<file path="src/rtl/vga_timing_gen.sv">
// Purpose : free-running VGA raster timing (position, blank, syncs, line/frame strobes, frame counter).
// Latency : every output is a registered decode of the current raster counters (one cycle).
// Backpr. : none; the raster advances every pixel clock unconditionally.
//
// Ports:
//   vga_clk      pixel clock, all logic on the rising edge
//   reset_n      asynchronous active-low reset
//   DrawX/DrawY  current pixel position (0..H_TOTAL-1 / 0..V_TOTAL-1)
//   blank        1 while the pixel is inside the visible area
//   hs/vs        active-low horizontal / vertical sync
//   line_start   one-cycle pulse on DrawX==0
//   frame_start  one-cycle pulse on DrawX==0 && DrawY==0
//   frame_count  frames started since reset, modulo 256
module vga_timing_gen #(
    parameter int unsigned H_ACTIVE = 640,
    parameter int unsigned H_FP     = 16,
    parameter int unsigned H_SYNC   = 96,
    parameter int unsigned H_BP     = 48,
    parameter int unsigned V_ACTIVE = 480,
    parameter int unsigned V_FP     = 10,
    parameter int unsigned V_SYNC   = 2,
    parameter int unsigned V_BP     = 33
) (
    input  logic       vga_clk,
    input  logic       reset_n,
    output logic [9:0] DrawX,
    output logic [9:0] DrawY,
    output logic       blank,
    output logic       hs,
    output logic       vs,
    output logic       line_start,
    output logic       frame_start,
    output logic [7:0] frame_count
);

    // All decode thresholds are held as 10-bit constants so every compare is
    // an unsigned 10-bit compare against the counters.
    localparam logic [9:0] H_VIS    = 10'(H_ACTIVE);
    localparam logic [9:0] H_SYNC_S = 10'(H_ACTIVE + H_FP);
    localparam logic [9:0] H_SYNC_E = 10'(H_ACTIVE + H_FP + H_SYNC);
    localparam logic [9:0] H_LAST   = 10'(H_ACTIVE + H_FP + H_SYNC + H_BP - 1);
    localparam logic [9:0] V_VIS    = 10'(V_ACTIVE);
    localparam logic [9:0] V_SYNC_S = 10'(V_ACTIVE + V_FP);
    localparam logic [9:0] V_SYNC_E = 10'(V_ACTIVE + V_FP + V_SYNC);
    localparam logic [9:0] V_LAST   = 10'(V_ACTIVE + V_FP + V_SYNC + V_BP - 1);

    logic [9:0] hc_q, hc_d;
    logic [9:0] vc_q, vc_d;
    logic [9:0] drawx_q, drawy_q;
    logic       blank_q, blank_d;
    logic       hs_q, hs_d;
    logic       vs_q, vs_d;
    logic       ls_q, ls_d;
    logic       fs_q, fs_d;
    logic [7:0] fcnt_q, fcnt_d;

    // Raster counters: vc only moves on the hc wrap, so (H_LAST,V_LAST) -> (0,0).
    always_comb begin
        hc_d = hc_q + 10'd1;
        vc_d = vc_q;
        if (hc_q == H_LAST) begin
            hc_d = '0;
            vc_d = (vc_q == V_LAST) ? '0 : vc_q + 10'd1;
        end
    end

    // Output decodes of the current counters; registered below so position,
    // blank and syncs all describe the same pixel.
    always_comb begin
        blank_d = (hc_q < H_VIS) && (vc_q < V_VIS);
        hs_d    = !((hc_q >= H_SYNC_S) && (hc_q < H_SYNC_E));
        vs_d    = !((vc_q >= V_SYNC_S) && (vc_q < V_SYNC_E));
        ls_d    = (hc_q == '0);
        fs_d    = (hc_q == '0) && (vc_q == '0);
        // Counter steps in the same cycle the frame strobe is presented, so the
        // first pixel after reset already reads frame_count==1.
        fcnt_d  = fs_d ? fcnt_q + 8'd1 : fcnt_q;
    end

    always_ff @(posedge vga_clk or negedge reset_n) begin
        if (!reset_n) begin
            hc_q    <= '0;
            vc_q    <= '0;
            drawx_q <= '0;
            drawy_q <= '0;
            blank_q <= 1'b0;
            hs_q    <= 1'b1;
            vs_q    <= 1'b1;
            ls_q    <= 1'b0;
            fs_q    <= 1'b0;
            fcnt_q  <= '0;
        end else begin
            hc_q    <= hc_d;
            vc_q    <= vc_d;
            drawx_q <= hc_q;
            drawy_q <= vc_q;
            blank_q <= blank_d;
            hs_q    <= hs_d;
            vs_q    <= vs_d;
            ls_q    <= ls_d;
            fs_q    <= fs_d;
            fcnt_q  <= fcnt_d;
        end
    end

    assign DrawX       = drawx_q;
    assign DrawY       = drawy_q;
    assign blank       = blank_q;
    assign hs          = hs_q;
    assign vs          = vs_q;
    assign line_start  = ls_q;
    assign frame_start = fs_q;
    assign frame_count = fcnt_q;

endmodule

</file>
<file path="config.mk">
export PLATFORM = sky130hd
export DESIGN_NAME = vga_timing_gen
export DESIGN_NICKNAME = d
export VERILOG_FILES = /design/src/rtl/vga_timing_gen.sv
export SDC_FILE = /design/constraint.sdc
export NUM_CORES = 1
export LEC_CHECK = 0
export CAP_MARGIN = 10
export CORE_MARGIN = 2
export CORE_UTILIZATION = 30
export CTS_BUF_LIST = sky130_fd_sc_hd__clkbuf_8
export DETAILED_ROUTE_END_ITERATION = 16
export PLACE_DENSITY_LB_ADDON = 0.3
export SETUP_SLACK_MARGIN = 0.15
export SLEW_MARGIN = 20
export SYNTH_ARGS = -nofsm -noshare
export SYNTH_HDL_FRONTEND = slang
export SYNTH_SLANG_ARGS = --single-unit
</file>
<file path="constraint.sdc">
create_clock -name vga_clk -period 3.6 [get_ports vga_clk]
set_input_delay 0.36 -clock vga_clk [delete_from_list [all_inputs] [get_ports vga_clk]]
set_output_delay 0.36 -clock vga_clk [all_outputs]
set_load 0.05 [all_outputs]
</file>
; ---- Word-level counts from Yosys, hierarchy flattened
; Index checks and enable logic that the tools add are counted.
; Widths: inputs -> output; s select.
[word_totals]
register_bits = 53
out_inout_bits = 33
word_cells = 31
in_bits = 2
[op_classes]
n_mux = 2
reduce_logical = 8
n_lt_le_gt_ge = 6
eq_ne = 2
addsub = 3
[ops]
columns = op, n
row1 = $add 10x1->10 const B, 2
row2 = $eq 10x10->1 const B, 2
row3 = $logic_not 10->1, 2
row4 = $lt 10x10->1 const B, 2
row5 = $lt 10x9->1 const B, 2
row6 = $mux 10, 2
row7 = $ge 10x10->1 const B, 1
row8 = $ge 10x9->1 const B, 1
row9 = $add 8x1->8 const B, 1
row10 = $logic_and 1x1->1, 4
row11 = $logic_not 1->1, 2

; ---- Logic depth before layout (Yosys ltp)
; Gate-level depths: netlist of the first run.
[depth]
ltp_word = 3
ltp_mapped = 6
mapped_depth_nobuf = 6

; ---- Least setup slack after synthesis of the first run
; OpenSTA, ideal clock, no wires.
[synth_timing]
path_kind = register -> register
start = register hc_q[5]
end = register vc_q[9]
required_time_ps = 3469
setup_slack_ps = 1806
path_stages_with_launch = 5
arrival_ps = 1664
period_less_slack_ps = 1794
setup_ps = 131
path_buffers = 0
cell_sequence = dfrtp_1 -> or3_4 -> or4_4 -> o221ai_1 -> o31ai_1
[synth_via]
elab_chain_cells = 1
[synth_lines]
columns = element, line
row1 = "start, declared", 47  ; logic [9:0] hc_q, hc_d;
row2 = "start signal, assigned", 82  ; hc_q <= '0;
row3 = "start signal, assigned", 93  ; hc_q <= hc_d;
row4 = $eq 10x10->1, 61  ; if (hc_q == H_LAST) begin
row5 = "end signal, assigned", 94  ; vc_q <= vc_d;
row6 = "end, declared", 48  ; logic [9:0] vc_q, vc_d;
; No other way between the ends.
; A chain may end at the register's enable or synchronous reset.

; ---- Final worst setup path of the first run
[layout_timing]
start = register hc_q[5]
end = register fcnt_q[1] (netlist: frame_count[1])
[layout_via]
elab_chain_cells = 2
[layout_lines]
columns = element, line
row1 = $logic_not 10->1, 74  ; fs_d = (hc_q == '0) && (vc_q == '0);
row2 = $logic_and 1x1->1, 74
row3 = via fs_d, 54  ; logic fs_q, fs_d;
row4 = "end signal, assigned", 102  ; fcnt_q <= fcnt_d;
row5 = "end, declared", 55  ; logic [7:0] fcnt_q, fcnt_d;
; The timed path passes the listed nets, and every way through them passes these cells.

==> flow_metrics.tcl, run 1 <==
set metrics [dict create \
    outcome "finished clean" \
    dp_hpwl_microns 2721 \
    path_class "reg2reg" \
    drt-vias-per-instance 4.711 \
    p_sw_uw 199.2 \
    synth_seq_cells 53 \
    io_buffers 34 \
    setup_viol 0 \
    intPower_uw 752.1 \
    grt_pass1_wl_microns 6430 \
    post_cts_buffers 0 \
    seqPwrFrac_pct 62.5 \
    pwr-share-clk_pct 36.2 \
    worst_ir_drop_vdd_v 0.0001251 \
    post_layout_nonfiller_instances 291 \
    die_h_microns 87.16 \
    yosysSeqAreaShare_pct 64.05 \
    setup_tns_ns 0 \
    crit_path_end_kind "flop" \
    synthDistinctLibCells 35 \
    initial_utilization_pct 30.70 \
    max-slew-margin-rel_pct 45.31 \
    grt_max_degree 39 \
    drc 0 \
    fin_util_pct 38.56 \
    cts_buffers 5 \
    crit_required_ns 3.80 \
    n_antenna_cell 0 \
    min_period_ns 1.974 \
    comb_power_share_pct 1.3 \
    drive_gt1_share_pct 9.005 \
    antenna_found_initial 0 \
    antenna_left 0 \
    dpl.cell_count 283 \
    place_ws_ns 1.623 \
    first_global_vias 1287 \
    die-area_sq_mm 0.007596 \
    vias 1371 \
    cts_resized 0 \
    overflow 0 \
    synthesis.nets 177 \
    hold_buffers 0 \
    wire_per_inst_microns 13.47 \
    nNetsFinal 217 \
    total_power_uw 951.3 \
    cts_tree "done" \
    finalCritPeriodShare_pct 54.84 \
    clkTransAtPathRegs_ns 0.09 \
    skew_ns 0.006987 \
    setup_slack_ns 1.626 \
    totalWireLength_microns 3921 \
    worst_pin_slew_ns 0.8203 \
    yosys_warnings 0 \
    p_per_area_mw_per_mm2 365.2 \
    maxCapViolations 0 \
    place_congestion 0.7581 \
    grt_use_total_pct 11.07 \
    crit_arrival_ns 2.17 \
    clockBufferDepth 2 \
    rows 30 \
    rsz0062_at_grt "no" \
    fmax_mhz 506.5 \
    pin_count 35 \
    finalMaxSlewViolations 0 \
    cp-start-kind "flop" \
    dr.pass1.iters 4 \
    cts_sinks 53 \
    swShare_pct 20.94 \
    syn_avg_cell_area_sq_um 12.20 \
    dieWidth_microns 87.16 \
    syn2layout_area_growth_pct 25.57 \
    syn_area_sq_mm 0.002074 \
    worst-path-max-fanout 8 \
    clkLatencyLatePin_ns 0.30 \
    leakagePower_uw 0.001147 \
    drtIter0Drc 79 \
    hold_class "in2async" \
    cts_root_buf "clkbuf_8" \
    core_sq_mm 0.006756 \
    hold_viol 0 \
    h-tree-depth 2 \
    syn_inst 170 \
]
==> critical path, stage by stage, from the launching register on <==
cell      delay (ns)
dfrtp_1         0.47
nor3_1          0.33
nand4b_1        0.37
nor2_1          0.33
mux2_2          0.36
==> worst paths after layout <==
path	start	end	slack, ns	cells after the start
setup reg to reg	hc_q[5]$_DFF_PN0_	frame_count[1]$_DFFE_PN0P_	1.63	4
setup / recovery	hc_q[5]$_DFF_PN0_	frame_count[1]$_DFFE_PN0P_	1.63	4
min in group vga_clk	frame_count[7]$_DFFE_PN0P_	frame_count[7]$_DFFE_PN0P_	0.47	1
max in group asynchronous	reset_n	vc_q[9]$_DFFE_PN0N_	2.72	2
hold / removal	reset_n	DrawX[1]$_DFF_PN0_	0.14	1
hold reg to reg	frame_count[7]$_DFFE_PN0P_	frame_count[7]$_DFFE_PN0P_	0.47	1
==> power groups by stage <==
stage,combinational [uW],sequential (uW),clock [uW]
2_1_floorplan,0.000273,607,0
3_3_place_gp,13.2,607,0
3_5_place_dp,13.4,607,0
4_1_cts,13.4,595,359
5_1_grt,15.3,595,388
6_report,12.2,595,344
==> state kept, by name, indices dropped and copies added (netlist names) <==
name	flops
DrawY	10
hs	1
vc_q	10
frame_count	8
line_start	1
DrawX	10
blank	1
hc_q	10
frame_start	1
vs	1
==> synthesized netlist by cell type <==
cell type / instances / share of area [%]
o21ai_0: 9 / 2.2
or3_1: 1 / 0.30
a31oi_1: 1 / 0.30
nand4_1: 4 / 1.2
nor2b_1: 1 / 0.30
nor3_2: 1 / 0.48
and4_1: 1 / 0.42
dfstp_2: 2 / 2.5
nand3_1: 17 / 4.1
or4_4: 1 / 0.54
dfrtp_1: 51 / 62
or3_4: 1 / 0.54
clkbuf_1: 1 / 0.18
nor3_1: 8 / 1.9
nand2_1: 10 / 1.8
xnor2_1: 6 / 2.5
nor2_1: 5 / 0.90
ha_1: 5 / 3.0
nor4b_1: 2 / 0.84
and2_1: 2 / 0.60
mux2_2: 1 / 0.54
nor4_1: 4 / 1.2
o221ai_1: 1 / 0.42
nor2_2: 1 / 0.30
xor2_1: 12 / 5.1
and4_2: 1 / 0.48
nor4_2: 1 / 0.60
and3_1: 4 / 1.2
inv_1: 8 / 1.4
o31ai_1: 1 / 0.36
nand2b_1: 1 / 0.30
and3b_1: 1 / 0.42
nand4b_1: 1 / 0.42
a21oi_1: 3 / 0.72
buf_2: 1 / 0.24
==> area by class of cell <==
| cell class | instances | area [sq um] |
|---|---|---|
| Multi-Input combinational cell | 107 | 706.9 |
| Clock inverter | 2 | 13.76 |
| Timing Repair Buffer | 35 | 342.8 |
| Fill cell | 681 | 4151 |
| Sequential cell | 53 | 1329 |
| Inverter | 8 | 30.03 |
| Clock buffer | 6 | 82.58 |
| Tap cell | 80 | 100.1 |
==> kinds of logic after synthesis <==
group	synth area share [%]
mux	0.5428
compound gates	3.981
xor+xnor	7.599
fa+ha+maj	3.016
flops	64.05
simple gates	18.94
buf+inv	1.869
==> metrics by stage <==
step                      instance area (sq um)  hold slack, ns
after floorplan                            2074         0.06441
after global placement                     2509          0.4491
after detailed placement                   2509          0.4502
after CTS                                  2605          0.1767
after global routing                       2605          0.2146
final                                      2605          0.1445
==> per-layer routing <==
metal / track usage (%) / vias up / part of all wire (%)
li1: - / 673 / -
met1: 15.74 / 664 / 50
met2: 16.03 / 29 / 45
met3: 2.844 / 5 / 3.2
met4: 4.615 / 0 / 1.9
met5: 0 / - / 0
==> layout by cell type (no fill, tap or decap), types with 2 or more instances in the layout <==
cell	synthesis	final
xor2_1	12	12
xnor2_1	6	6
ha_1	5	5
nor3_1	8	8
clkdlybuf4s50_1	0	33
inv_1	8	8
and3_1	4	4
and2_1	2	2
dfrtp_1	51	51
nor4_1	4	4
nand3_1	17	17
a21oi_1	3	3
nor2_1	5	5
nor4b_1	2	2
o21ai_0	9	9
nand2_1	10	10
nand4_1	4	4
dfstp_2	2	2
clkbuf_8	0	6
No activity file was read; power rests on OpenSTA's default activity.
==> inputs of run 2 (changes only) <==
==> constraint.sdc (replaced) <==
create_clock -name vga_clk -period 1.98 [get_ports vga_clk]
set_input_delay 0.198 -clock vga_clk [delete_from_list [all_inputs] [get_ports vga_clk]]
set_output_delay 0.198 -clock vga_clk [all_outputs]
set_load 0.05 [all_outputs]
==> run 2 against run 1 <==
Against the previous run: first-iteration DRC count increased by 39%; total power increased by 78%; critical endpoint is now vc_q[9]$_DFFE_PN0N_; highest routed layer unchanged; register-to-register slack got worse by 1.4 ns; combinational power increased by 120%; largest cell class unchanged; cell area increased by 6.3%; largest power group unchanged; critical path depth increased by 1.
==> flow_metrics.tcl, run 2 (synthesis results as in run 1) <==
set metrics [dict create \
    outcome "finished clean" \
    crit_arrival_ns 1.93 \
    io_buffers 34 \
    min_period_ns 1.745 \
    skew_ns 0.009150 \
    worst_ir_drop_vdd_v 0.0002402 \
    initial_utilization_pct 30.70 \
    cts_root_buf "clkbuf_8" \
    r2r_end "vc_q[9]$_DFFE_PN0N_" \
    antenna_left 0 \
    finalMaxSlewViolations 0 \
    dieWidth_microns 87.16 \
    dr.pass1.iters 4 \
    die_h_microns 87.16 \
    vias 1443 \
    finalCritPeriodShare_pct 88.11 \
    place_congestion 0.8157 \
    rows 30 \
    wire_per_inst_microns 13.35 \
    cts_sinks 53 \
    worst_pin_slew_ns 0.5589 \
    hold_class "in2async" \
    grt_max_degree 31 \
    p_per_area_mw_per_mm2 612.3 \
    n_antenna_cell 0 \
    dp_hpwl_microns 2870 \
    cp-start-kind "flop" \
    crit_required_ns 2.17 \
    layout_common_cells "dfrtp_1 (49), clkdlybuf4s50_1 (30), nand3_1 (16), buf_4 (14), xor2_1 (12)" \
    hold_viol 0 \
    dpl.cell_count 296 \
    cts_tree "done" \
    cts_buffers 5 \
    layout_commonest_cell "dfrtp_1" \
    clkTransAtPathRegs_ns 0.09 \
    grt_use_total_pct 12.02 \
    drt-vias-per-instance 4.716 \
    drtIter0Drc 110 \
    h-tree-depth 2 \
    nNetsFinal 232 \
    max-slew-margin-rel_pct 62.74 \
    r2r_start "hc_q[0]$_DFF_PN0_" \
    core_sq_mm 0.006756 \
    totalWireLength_microns 4085 \
    pin_count 35 \
    leakagePower_uw 0.001228 \
    drc 0 \
    post_layout_nonfiller_instances 306 \
    clkLatencyLatePin_ns 0.31 \
    clockBufferDepth 2 \
    worst_r2r_path_depth 5 \
    maxCapViolations 0 \
    rsz0062_at_grt "no" \
    worst-path-max-fanout 6 \
    overflow 0 \
    setup_viol 0 \
    r2r_setup_slack_ns 0.24 \
    first_global_vias 1418 \
    fmax_mhz 573.2 \
    grt_pass1_wl_microns 6982 \
    antenna_found_initial 0 \
    setup_tns_ns 0 \
    syn2layout_area_growth_pct 33.53 \
    crit_path_end_kind "flop" \
    drive_gt1_share_pct 18.14 \
    die-area_sq_mm 0.007596 \
    path_class "reg2reg" \
]
[run 2: changes by cell type in the layout (fill, tap and decap cells not counted), moves of 2 or more]
cell / delta
dlymetal6s2s_1: +2
nor4_1: -2
buf_4: +13
dfrtp_1: -2
dfrtp_2: +2
clkinvlp_4: +2
clkdlybuf4s50_1: -3
[run 2: worst max-delay path by stage]
| stage | from | slack (ns) | to |
|---|---|---|---|
| final | hc_q[0]$_DFF_PN0_ | 0.24 | vc_q[9]$_DFFE_PN0N_ |
| after global routing | vc_q[1]$_DFFE_PN0N_ | 0.17 | frame_count[7]$_DFFE_PN0P_ |
| after CTS | vs$_DFF_PN1_ | 0.15 | vs |
| after detailed placement | hc_q[5]$_DFF_PN0_ | 0.20 | vc_q[9]$_DFFE_PN0N_ |
| after global placement | hc_q[5]$_DFF_PN0_ | 0.22 | vc_q[9]$_DFFE_PN0N_ |
| after floorplan | hc_q[5]$_DFF_PN0_ | 0.19 | vc_q[9]$_DFFE_PN0N_ |
[run 2: critical path, stage by stage, from the launching register on]
cell      delay, ns
dfrtp_2        0.42
ha_2           0.23
nand4_1        0.11
or4_4          0.58
o221ai_1       0.20
o31ai_1        0.10
[run 2: metal layers]
metal	vias up	part of all wire (%)	track usage, %
met5	-	0	0
met3	9	3.6	2.180
met1	697	48	16.76
met2	30	45	17.63
met4	0	2.9	6.713
li1	707	-	-
[run 2: report_power, final]
group / total, uW / switching [uW] / leakage (uW) / internal (uW)
registers: 1080 / 0 / 0.000699 / 1080
logic: 26.7 / 20.8 / 0.000488 / 5.93
clock network: 588 / 343 / 0.0000416 / 244
[run 2: area by class of cell]
| type | count | area [sq um] |
|---|---|---|
| Inverter | 8 | 30.03 |
| Sequential cell | 53 | 1331 |
| Tap cell | 80 | 100.1 |
| Clock inverter | 3 | 18.77 |
| Multi-Input combinational cell | 107 | 747.0 |
| Fill cell | 659 | 3986 |
| Clock buffer | 5 | 68.82 |
| Timing Repair Buffer | 50 | 474.2 |
[run 2: through the flow]
stage,power [uW],hold WS (ns),worst slack (ns),utilization [%],instance area [sq um]
2_1_floorplan,1103,-0.09759,0.1859,-,2074
3_3_place_gp,1130,0.2201,0.2234,38.76,2619
3_5_place_dp,1130,0.2204,0.2004,38.76,2619
4_1_cts,1728,0.4204,0.1523,40.19,2715
5_1_grt,1771,0.4549,0.1685,41.00,2770
6_report,1696,0.4083,0.2353,41.00,2770
[run 2: timing repair]
action	4_1_cts	5_1_grt
resized for setup	1	12
endpoints found under the hold margin	22	0
pin swaps	0	1
gates cloned	0	0
endpoints found under the setup margin	1	11
setup buffers	0	1
hold buffers	1	0
